==> src/rtl/multicycle_ctrl_if.sv <==
// Controller <-> datapath bundle for the multicycle controller.
// The master modport is the controller side, the slave modport the datapath side.
interface multicycle_ctrl_if #(
    parameter int ALU_OP_W = 3
);
    logic [5:0]          instr_op_i;
    logic                zero_i;
    logic                mem_ready_i;
    logic                pc_write_o;
    logic                ir_write_o;
    logic                mem_read_o;
    logic                mem_write_o;
    logic                RegWrite_o;
    logic                ALUSrcA_o;
    logic [1:0]          RegDst_o;
    logic [1:0]          ALUSrcB_o;
    logic [1:0]          MemtoReg_o;
    logic [1:0]          PCSource_o;
    logic [ALU_OP_W-1:0] ALU_op_o;
    logic                illegal_o;
    logic                timeout_o;
    logic [3:0]          state_o;

    modport master (
        input  instr_op_i, zero_i, mem_ready_i,
        output pc_write_o, ir_write_o, mem_read_o, mem_write_o, RegWrite_o, ALUSrcA_o,
               RegDst_o, ALUSrcB_o, MemtoReg_o, PCSource_o, ALU_op_o,
               illegal_o, timeout_o, state_o
    );

    modport slave (
        output instr_op_i, zero_i, mem_ready_i,
        input  pc_write_o, ir_write_o, mem_read_o, mem_write_o, RegWrite_o, ALUSrcA_o,
               RegDst_o, ALUSrcB_o, MemtoReg_o, PCSource_o, ALU_op_o,
               illegal_o, timeout_o, state_o
    );
endinterface

==> src/rtl/multicycle_ctrl.sv <==
// Multicycle MIPS-style control FSM with memory wait/timeout supervision.
// Optional feature macro: MULTICYCLE_CTRL_JAL_EN (adds the JAL link state;
// without it jal decodes as an illegal opcode).
module multicycle_ctrl #(
    parameter int ALU_OP_W    = 3,
    parameter int MEM_TIMEOUT = 15
) (
    input logic                clk_i,
    input logic                rst_i,
    multicycle_ctrl_if.master  bus
);
    localparam logic [3:0] S_FETCH    = 4'd0;
    localparam logic [3:0] S_DECODE   = 4'd1;
    localparam logic [3:0] S_MEM_ADDR = 4'd2;
    localparam logic [3:0] S_MEM_RD   = 4'd3;
    localparam logic [3:0] S_MEM_WB   = 4'd4;
    localparam logic [3:0] S_MEM_WR   = 4'd5;
    localparam logic [3:0] S_EXEC     = 4'd6;
    localparam logic [3:0] S_ALU_WB   = 4'd7;
    localparam logic [3:0] S_BRANCH   = 4'd8;
    localparam logic [3:0] S_JUMP     = 4'd9;
    localparam logic [3:0] S_JAL      = 4'd10;
    localparam logic [3:0] S_TRAP     = 4'd11;

    localparam logic [5:0] OP_RTYPE = 6'b000000;
    localparam logic [5:0] OP_ADDI  = 6'b001000;
    localparam logic [5:0] OP_SLTI  = 6'b001010;
    localparam logic [5:0] OP_ORI   = 6'b001101;
    localparam logic [5:0] OP_LUI   = 6'b001111;
    localparam logic [5:0] OP_BEQ   = 6'b000100;
    localparam logic [5:0] OP_BNE   = 6'b000101;
    localparam logic [5:0] OP_LW    = 6'b100011;
    localparam logic [5:0] OP_SW    = 6'b101011;
    localparam logic [5:0] OP_J     = 6'b000010;
    localparam logic [5:0] OP_JAL   = 6'b000011;

    localparam logic [2:0] ALU_ADD   = 3'b000;
    localparam logic [2:0] ALU_SUB   = 3'b001;
    localparam logic [2:0] ALU_LUI   = 3'b010;
    localparam logic [2:0] ALU_ORI   = 3'b011;
    localparam logic [2:0] ALU_FUNCT = 3'b100;
    localparam logic [2:0] ALU_BNE   = 3'b101;
    localparam logic [2:0] ALU_SLTI  = 3'b110;

    localparam logic [7:0] WAIT_LAST = 8'(MEM_TIMEOUT - 1);

    logic [3:0] state_q, state_d;
    logic [7:0] wait_cnt_q, wait_cnt_d;
    logic [5:0] op_q, op_d;
    logic       illegal_q, illegal_d;
    logic       timeout_q, timeout_d;

    logic       in_wait;
    logic       mem_expired;

    // EXEC-stage ALU code for the immediate / R-type arithmetic group
    function automatic logic [2:0] exec_alu_op(input logic [5:0] op);
        case (op)
            OP_RTYPE: return ALU_FUNCT;
            OP_SLTI:  return ALU_SLTI;
            OP_ORI:   return ALU_ORI;
            OP_LUI:   return ALU_LUI;
            default:  return ALU_ADD;
        endcase
    endfunction

    // Memory-wait states count not-ready cycles; the last allowed one traps unless ready arrives
    always_comb begin
        in_wait     = (state_q == S_FETCH) || (state_q == S_MEM_RD) || (state_q == S_MEM_WR);
        mem_expired = in_wait && !bus.mem_ready_i && (wait_cnt_q == WAIT_LAST);
    end

    // Next-state, opcode latch, wait counter and sticky error flags
    always_comb begin
        state_d    = state_q;
        op_d       = op_q;
        illegal_d  = illegal_q;
        timeout_d  = timeout_q;
        wait_cnt_d = 8'd0;
        if (in_wait && !bus.mem_ready_i)
            wait_cnt_d = wait_cnt_q + 8'd1;
        case (state_q)
            S_FETCH:    if (bus.mem_ready_i) state_d = S_DECODE;
            S_DECODE: begin
                op_d = bus.instr_op_i;
                case (bus.instr_op_i)
                    OP_LW, OP_SW:                               state_d = S_MEM_ADDR;
                    OP_RTYPE, OP_ADDI, OP_SLTI, OP_ORI, OP_LUI: state_d = S_EXEC;
                    OP_BEQ, OP_BNE:                             state_d = S_BRANCH;
                    OP_J:                                       state_d = S_JUMP;
`ifdef MULTICYCLE_CTRL_JAL_EN
                    OP_JAL:                                     state_d = S_JAL;
`else
                    OP_JAL: begin
                        state_d   = S_TRAP;
                        illegal_d = 1'b1;
                    end
`endif
                    default: begin
                        state_d   = S_TRAP;
                        illegal_d = 1'b1;
                    end
                endcase
            end
            S_MEM_ADDR: state_d = (op_q == OP_LW) ? S_MEM_RD : S_MEM_WR;
            S_MEM_RD:   if (bus.mem_ready_i) state_d = S_MEM_WB;
            S_MEM_WR:   if (bus.mem_ready_i) state_d = S_FETCH;
            S_EXEC:     state_d = S_ALU_WB;
            S_MEM_WB, S_ALU_WB, S_BRANCH, S_JUMP: state_d = S_FETCH;
`ifdef MULTICYCLE_CTRL_JAL_EN
            S_JAL:      state_d = S_FETCH;
`else
            S_JAL:      state_d = S_TRAP;
`endif
            S_TRAP:     state_d = S_TRAP;
            default:    state_d = S_TRAP;
        endcase
        if (mem_expired) begin
            state_d   = S_TRAP;
            timeout_d = 1'b1;
        end
    end

    // State register with synchronous reset that abandons any access in flight
    always_ff @(posedge clk_i) begin
        if (rst_i) begin
            state_q    <= S_FETCH;
            wait_cnt_q <= 8'd0;
            op_q       <= 6'd0;
            illegal_q  <= 1'b0;
            timeout_q  <= 1'b0;
        end else begin
            state_q    <= state_d;
            wait_cnt_q <= wait_cnt_d;
            op_q       <= op_d;
            illegal_q  <= illegal_d;
            timeout_q  <= timeout_d;
        end
    end

    // Datapath controls decoded from the current state (Moore, plus ready/zero qualified writes)
    always_comb begin
        logic [2:0] alu_op;
        alu_op             = ALU_ADD;
        bus.pc_write_o     = 1'b0;
        bus.ir_write_o     = 1'b0;
        bus.mem_read_o     = 1'b0;
        bus.mem_write_o    = 1'b0;
        bus.RegWrite_o     = 1'b0;
        bus.ALUSrcA_o      = 1'b0;
        bus.RegDst_o       = 2'b00;
        bus.ALUSrcB_o      = 2'b00;
        bus.MemtoReg_o     = 2'b00;
        bus.PCSource_o     = 2'b00;
        case (state_q)
            S_FETCH: begin
                bus.mem_read_o = 1'b1;
                bus.ALUSrcB_o  = 2'b01;
                bus.ir_write_o = bus.mem_ready_i;
                bus.pc_write_o = bus.mem_ready_i;
            end
            S_DECODE:   bus.ALUSrcB_o = 2'b11;
            S_MEM_ADDR: begin
                bus.ALUSrcA_o = 1'b1;
                bus.ALUSrcB_o = 2'b10;
            end
            S_MEM_RD:   bus.mem_read_o = 1'b1;
            S_MEM_WB: begin
                bus.RegWrite_o = 1'b1;
                bus.MemtoReg_o = 2'b01;
            end
            S_MEM_WR:   bus.mem_write_o = 1'b1;
            S_EXEC: begin
                bus.ALUSrcA_o = 1'b1;
                bus.ALUSrcB_o = (op_q == OP_RTYPE) ? 2'b00 : 2'b10;
                alu_op        = exec_alu_op(op_q);
            end
            S_ALU_WB: begin
                bus.RegWrite_o = 1'b1;
                bus.RegDst_o   = (op_q == OP_RTYPE) ? 2'b01 : 2'b00;
            end
            S_BRANCH: begin
                bus.ALUSrcA_o  = 1'b1;
                bus.PCSource_o = 2'b01;
                if (op_q == OP_BNE) begin
                    alu_op         = ALU_BNE;
                    bus.pc_write_o = !bus.zero_i;
                end else begin
                    alu_op         = ALU_SUB;
                    bus.pc_write_o = bus.zero_i;
                end
            end
            S_JUMP: begin
                bus.PCSource_o = 2'b10;
                bus.pc_write_o = 1'b1;
            end
`ifdef MULTICYCLE_CTRL_JAL_EN
            S_JAL: begin
                bus.RegWrite_o = 1'b1;
                bus.RegDst_o   = 2'b10;
                bus.MemtoReg_o = 2'b10;
                bus.PCSource_o = 2'b10;
                bus.pc_write_o = 1'b1;
            end
`endif
            default: ;
        endcase
        bus.ALU_op_o = ALU_OP_W'(alu_op);
    end

    assign bus.illegal_o = illegal_q;
    assign bus.timeout_o = timeout_q;
    assign bus.state_o   = state_q;
endmodule

==> src/flat_wrapper.sv <==
// flat-port wrapper written by rule: the top's interface ports become plain ports
module multicycle_ctrl_flat 
#(
    parameter int ALU_OP_W    = 3,
    parameter int MEM_TIMEOUT = 15
)
  (clk_i, rst_i, bus_instr_op_i, bus_zero_i, bus_mem_ready_i, bus_pc_write_o, bus_ir_write_o, bus_mem_read_o, bus_mem_write_o, bus_RegWrite_o, bus_ALUSrcA_o, bus_RegDst_o, bus_ALUSrcB_o, bus_MemtoReg_o, bus_PCSource_o, bus_ALU_op_o, bus_illegal_o, bus_timeout_o, bus_state_o);
  multicycle_ctrl_if #(.ALU_OP_W(ALU_OP_W)) bus_i ();
  input logic clk_i;
  input logic rst_i;
  input wire logic [$bits(bus_i.instr_op_i)-1:0] bus_instr_op_i;
  input wire logic [$bits(bus_i.zero_i)-1:0] bus_zero_i;
  input wire logic [$bits(bus_i.mem_ready_i)-1:0] bus_mem_ready_i;
  output wire logic [$bits(bus_i.pc_write_o)-1:0] bus_pc_write_o;
  output wire logic [$bits(bus_i.ir_write_o)-1:0] bus_ir_write_o;
  output wire logic [$bits(bus_i.mem_read_o)-1:0] bus_mem_read_o;
  output wire logic [$bits(bus_i.mem_write_o)-1:0] bus_mem_write_o;
  output wire logic [$bits(bus_i.RegWrite_o)-1:0] bus_RegWrite_o;
  output wire logic [$bits(bus_i.ALUSrcA_o)-1:0] bus_ALUSrcA_o;
  output wire logic [$bits(bus_i.RegDst_o)-1:0] bus_RegDst_o;
  output wire logic [$bits(bus_i.ALUSrcB_o)-1:0] bus_ALUSrcB_o;
  output wire logic [$bits(bus_i.MemtoReg_o)-1:0] bus_MemtoReg_o;
  output wire logic [$bits(bus_i.PCSource_o)-1:0] bus_PCSource_o;
  output wire logic [$bits(bus_i.ALU_op_o)-1:0] bus_ALU_op_o;
  output wire logic [$bits(bus_i.illegal_o)-1:0] bus_illegal_o;
  output wire logic [$bits(bus_i.timeout_o)-1:0] bus_timeout_o;
  output wire logic [$bits(bus_i.state_o)-1:0] bus_state_o;
  assign bus_i.instr_op_i = bus_instr_op_i;
  assign bus_i.zero_i = bus_zero_i;
  assign bus_i.mem_ready_i = bus_mem_ready_i;
  assign bus_pc_write_o = bus_i.pc_write_o;
  assign bus_ir_write_o = bus_i.ir_write_o;
  assign bus_mem_read_o = bus_i.mem_read_o;
  assign bus_mem_write_o = bus_i.mem_write_o;
  assign bus_RegWrite_o = bus_i.RegWrite_o;
  assign bus_ALUSrcA_o = bus_i.ALUSrcA_o;
  assign bus_RegDst_o = bus_i.RegDst_o;
  assign bus_ALUSrcB_o = bus_i.ALUSrcB_o;
  assign bus_MemtoReg_o = bus_i.MemtoReg_o;
  assign bus_PCSource_o = bus_i.PCSource_o;
  assign bus_ALU_op_o = bus_i.ALU_op_o;
  assign bus_illegal_o = bus_i.illegal_o;
  assign bus_timeout_o = bus_i.timeout_o;
  assign bus_state_o = bus_i.state_o;
  multicycle_ctrl #(.ALU_OP_W(ALU_OP_W), .MEM_TIMEOUT(MEM_TIMEOUT)) u_core (.clk_i(clk_i), .rst_i(rst_i), .bus(bus_i));
endmodule
==> config.mk <==
export PLATFORM = sky130hd
export DESIGN_NAME = multicycle_ctrl_flat
export DESIGN_NICKNAME = d
export VERILOG_FILES = /design/src/rtl/multicycle_ctrl_if.sv /design/src/rtl/multicycle_ctrl.sv /design/src/flat_wrapper.sv
export SDC_FILE = /design/constraint.sdc
export NUM_CORES = 1
export LEC_CHECK = 0
export CAP_MARGIN = 10
export CELL_PAD_IN_SITES_DETAIL_PLACEMENT = 0
export CELL_PAD_IN_SITES_GLOBAL_PLACEMENT = 1
export CORE_ASPECT_RATIO = 0.8
export CORE_UTILIZATION = 30
export DETAILED_ROUTE_END_ITERATION = 7
export DONT_BUFFER_PORTS = 1
export HOLD_SLACK_MARGIN = 0.06
export PLACE_DENSITY_LB_ADDON = 0.1
export SLEW_MARGIN = 20
export SYNTH_ARGS = -nofsm -noshare
export SYNTH_HDL_FRONTEND = slang
export SYNTH_SLANG_ARGS = --single-unit
export TNS_END_PERCENT = 5
==> constraint.sdc <==
create_clock -name clk_i -period 4.9 [get_ports clk_i]
set_input_delay 0.98 -clock clk_i [delete_from_list [all_inputs] [get_ports clk_i]]
set_output_delay 0.98 -clock clk_i [all_outputs]
set_load 0.02 [all_outputs]
After elaboration in Yosys (flattened, before gate mapping)
Index checks and enable logic that the tools add are counted.
{ "classes": {"addsub": 1, "muxes": 23, "eq_ne": 30, "bitwise": 2, "n_reduce_logical": 22} }
{ "op_table": {"columns": ["cell", "count"], "rows": [
  ["$eq A6 B4 Y1 const B", 7],
  ["$pmux W4 S7", 1],
  ["$eq A6 B3 Y1 const B", 3],
  ["$eq A6 B6 Y1 const B", 3],
  ["$eq A4 B3 Y1 const B", 4],
  ["$mux W4", 4],
  ["$pmux W4 S4", 1],
  ["$logic_not A6 Y1", 2],
  ["$pmux W3 S4", 1],
  ["$reduce_or A2 Y1", 6],
  ["$reduce_or A10 Y1", 1],
  ["$ne A3 B2 Y1 const B", 3],
  ["$add A8 B1 Y8 const B", 1],
  ["$eq A4 B2 Y1 const B", 2],
  ["$eq A4 B4 Y1 const B", 2],
  ["$eq A8 B4 Y1 const B", 1],
  ["$mux W1", 8],
  ["$pmux W2 S4", 1],
  ["$eq A6 B2 Y1 const B", 1],
  ["$mux W3", 2],
  ["$ne A2 B2 Y1 const B", 3],
  ["$pmux W3 S2", 1],
  ["$reduce_and A3 Y1", 2],
  ["$reduce_or A5 Y1", 1],
  ["12 further kinds", 17]
]} }
{ "totals": {"inputBits": 10, "out_inout_bits": 23, "ff_bits": 20, "elab_cells": 84} }

Longest topological paths before layout
{ "depth": {"depth_word": 7, "depth_mapped": 6, "ltp_nobuf": 5} }

Worst setup path after synthesis
Ideal clock, no wire load.
{ "synth_path": {"path_type": "register to output", "from": "register u_core.state_q[1], in the netlist u_core.bus.state_o[1]", "to": "output port bus_pc_write_o", "slack_ns": 2.126, "path_buffers": 2, "arrival_ns": 1.794, "t_required_ns": 3.920, "stages_incl_launch_ff": 6, "path_cell_list": "dfxtp_1 > buf_4 > clkbuf_1 > nand2b_1 > nor3_1 > a211o_1"} }
{ "synth_between": {"elab_chain_len": 2} }
{ "synth_lines": {"columns": ["element", "line", "rtl"], "rows": [
  ["start: declaration", "multicycle_ctrl.sv:47", "logic [3:0] state_q, state_d;"],
  ["start signal: assignment", "multicycle_ctrl.sv:133", "state_q <= state_d;"],
  ["$eq A4 B4 Y1 / $logic_not A4 Y1 (equally long branches)", "multicycle_ctrl.sv:155", "case (state_q)"],
  ["$pmux W1 S3 *", "multicycle_ctrl.sv:155", null],
  ["end: declaration", "flat_wrapper.sv:14", "output wire logic [$bits(bus_i.pc_write_o)-1:0] bus_pc_write_o;"]
]} }
Mark *: on every way between the ends. The rest lies on a longest branch, timed or not.

Worst setup path after layout
Same ends and word-level chain as after synthesis.

==> metrics.txt <==
R2R setup slack 2.62 ns; Ports 33; hold endpoint u_core.wait_cnt_q[0]$_SDFF_PP0_; Post-Syn Area per Cell approximately 8.2 sq um; Hold Violations, Final 0; crit-path cells nand2b_1, nor3_1, a211o_1; drt pass-1 iters 4; period utilization between 60% and 70%; # diodes 0; die area 4706 sq um; sw frac 49.08%; area grow syn2layout 4.421%; Clock Root Buffer clkbuf_8; clk sinks 20; largest net degree at the start of global routing 21; leak pwr slightly below 0.5 nW; power per cell area approximately 550 nW/um^2; Final Setup Violations 0; gpl congestion between 0.7 and 0.8; depth of the most critical reg-to-reg path 4; Crit path arrival time around 2.2 ns; clock latency on the worst-skew pair 0.26 ns; CTS tree done; leading register cell type out of synthesis dfxtp_1; min cycle time layout between 3 and 4 ns; Starting Density 31.44%; pre-CTS setup slack 1.996 ns; Worst Setup End Kind primary output; crit path setup slack, layout 1.730 ns; global-route wire length before repair 5230 microns; vias in the first global route 1022; Hold Path Class reg -> reg; Worst-path clk slew 0.07 ns; final core utilization 32.83%; cts hold-fix bufs 0; Detail Route Antenna Nets 0; critical path peak fanout 18; Via density 5.282; setup bufs post-CTS 0; clock skew 0.001509 ns; cell area after synthesis 1330 sq um; Max transition margin 37.09%; wire per inst 15.29 microns; outcome complete, no violations; Fin Setup TNS 0 ns; Worst-Margin Slew 0.9364 ns; Psw 0.3732 mW; Cell Int Power 0.3873 mW; ratio of cells with drive above 1 in the final layout 8.333%; routed vias 1125; most common cell after layout, fill and taps aside nor2_1; Final nets 170; Max Freq between 300 and 400 MHz; FFs w/ async S/R, synth 0%; sequential cell area around 400 sq um; CP Class reg -> out; Clock Tree Buf Depth 2; final instance area 1389 sq um; most frequent cells in the layout nor2_1 (26), dfxtp_1 (20), nand2_1 (9); port buffer count 0; Max Slew Vio Count 0; unrepaired setup endpoints after global routing false; antenna violations before repair 0; gr usage total 14.56%; area of the multi-input gates between 800 and 900 sq um; CP Launch Type flop; Yosys cell types 50; Initial DRC Count 34; TritonCTS buffer count 3; total power draw 0.7605 mW; synthesized netlist cell count approximately 160; Comb pwr share between 50% and 60%; CP required 3.92 ns; Core Rows 21; H-tree depth 1; post-DP HPWL 2400 microns; Critical Path Slowest Stage Cell nor3_1; reg2reg start u_core.bus.state_o[2]$_SDFFE_PP0P_; Seq/Total Area, Yosys between 30% and 40%; number of flops mapped to enable cells by yosys 0; max_cap viols 0; Filler Cell Count approximately 450; peak supply drop 0.1809 mV; post-cts sizing count 0; grt total ovfl 0; worst hold path depth 1; Yosys reg bits 20; Reg power frac 35.3%; core area 4230 sq um; yosys warns 0; Worst Hold Launch u_core.wait_cnt_q[0]$_SDFF_PP0_; placed cell area ~1300 sq um; DRC viols 0; crit-path max cell delay 0.72 ns; routed wire length 3257 microns; clock group share of total power 14.2%; Die Y 61.56 microns; Die X approximately 76 microns; worst r2r dst u_core.bus.state_o[0]$_SDFFE_PP0P_
power groups by stage:
stage	clock network, mW	logic, mW	registers [mW]
after floorplan	0	0.362	0.238
after global placement	0	0.385	0.269
after detailed placement	0	0.385	0.271
after CTS	0.113	0.386	0.267
after global routing	0.120	0.424	0.276
final	0.108	0.384	0.268
layer usage:
layer	GRT usage, %	vias up	share of wire [%]
met4	4.945	0	0.83
met3	4.741	4	6.6
li1	-	572	-
met1	20.02	520	54
met5	0	-	0
met2	21.49	29	39
through the flow:
| step | cells | hold slack (ns) |
|---|---|---|
| 2_1_floorplan | 164 | 0.4373 |
| 3_3_place_gp | 210 | 0.4616 |
| 3_5_place_dp | 210 | 0.4734 |
| 4_1_cts | 213 | 0.4911 |
| 5_1_grt | 213 | 0.5304 |
| 6_report | 213 | 0.4865 |
critical path: cells and delay by family (launching register included):
kind	cells	cell delay [ns]
simple gates	2	1.01
flops	1	0.58
compound gates	1	0.34
area by class of cell:
cell class | instances | share of cell area, %
multi-input combinational | 127 | 60.90
sequential | 20 | 28.83
tap | 57 | 5.135
clock buffer | 3 | 2.973
timing repair buffer | 2 | 1.081
inverter | 4 | 1.081
flip-flops by register name (all words and copies together) (netlist names):
register,flops
u_core.bus.timeout_o,1
u_core.op_q,6
u_core.bus.state_o,4
u_core.wait_cnt_q,8
u_core.bus.illegal_o,1
logic make-up (layout without fill, tap and decap cells):
kind of cell	after synthesis	in the layout	synth area share, %
and+or+nand+nor	75	75	31.23
muxes	8	8	6.115
DFF	20	20	30.10
AOI/OAI and AO/OA	30	30	17.22
adders and majority gates	2	2	1.881
buffers and inverters	17	9	6.584
xor gates and xnor gates	10	10	6.585
other	1	2	0.2819
how the worst max path moves through the flow:
stage / from / to / slack [ns]
final: u_core.bus.state_o[1]$_SDFFE_PP0P_ / bus_pc_write_o / 1.73
after global routing: u_core.bus.state_o[1]$_SDFFE_PP0P_ / bus_pc_write_o / 1.58
after CTS: u_core.bus.state_o[1]$_SDFFE_PP0P_ / bus_pc_write_o / 1.70
after detailed placement: u_core.bus.state_o[1]$_SDFFE_PP0P_ / bus_pc_write_o / 2.00
after global placement: u_core.bus.state_o[1]$_SDFFE_PP0P_ / bus_pc_write_o / 2.00
after floorplan: u_core.bus.state_o[1]$_SDFFE_PP0P_ / bus_pc_write_o / 2.13
synth_stat cells, types with 4 or more instances:
library cell	count	area share [%]
nand3_1	6	2.3
a21oi_1	8	3.0
nor3b_1	4	2.3
nand2_1	9	2.5
nor2_1	26	7.3
clkbuf_1	6	1.7
inv_1	4	1.1
xnor2_1	4	2.6
dfxtp_1	20	30
xor2_1	6	4.0
mux2i_1	7	5.3
nor3_1	6	2.3
Note: power is estimated with default switching activity, not from simulation.
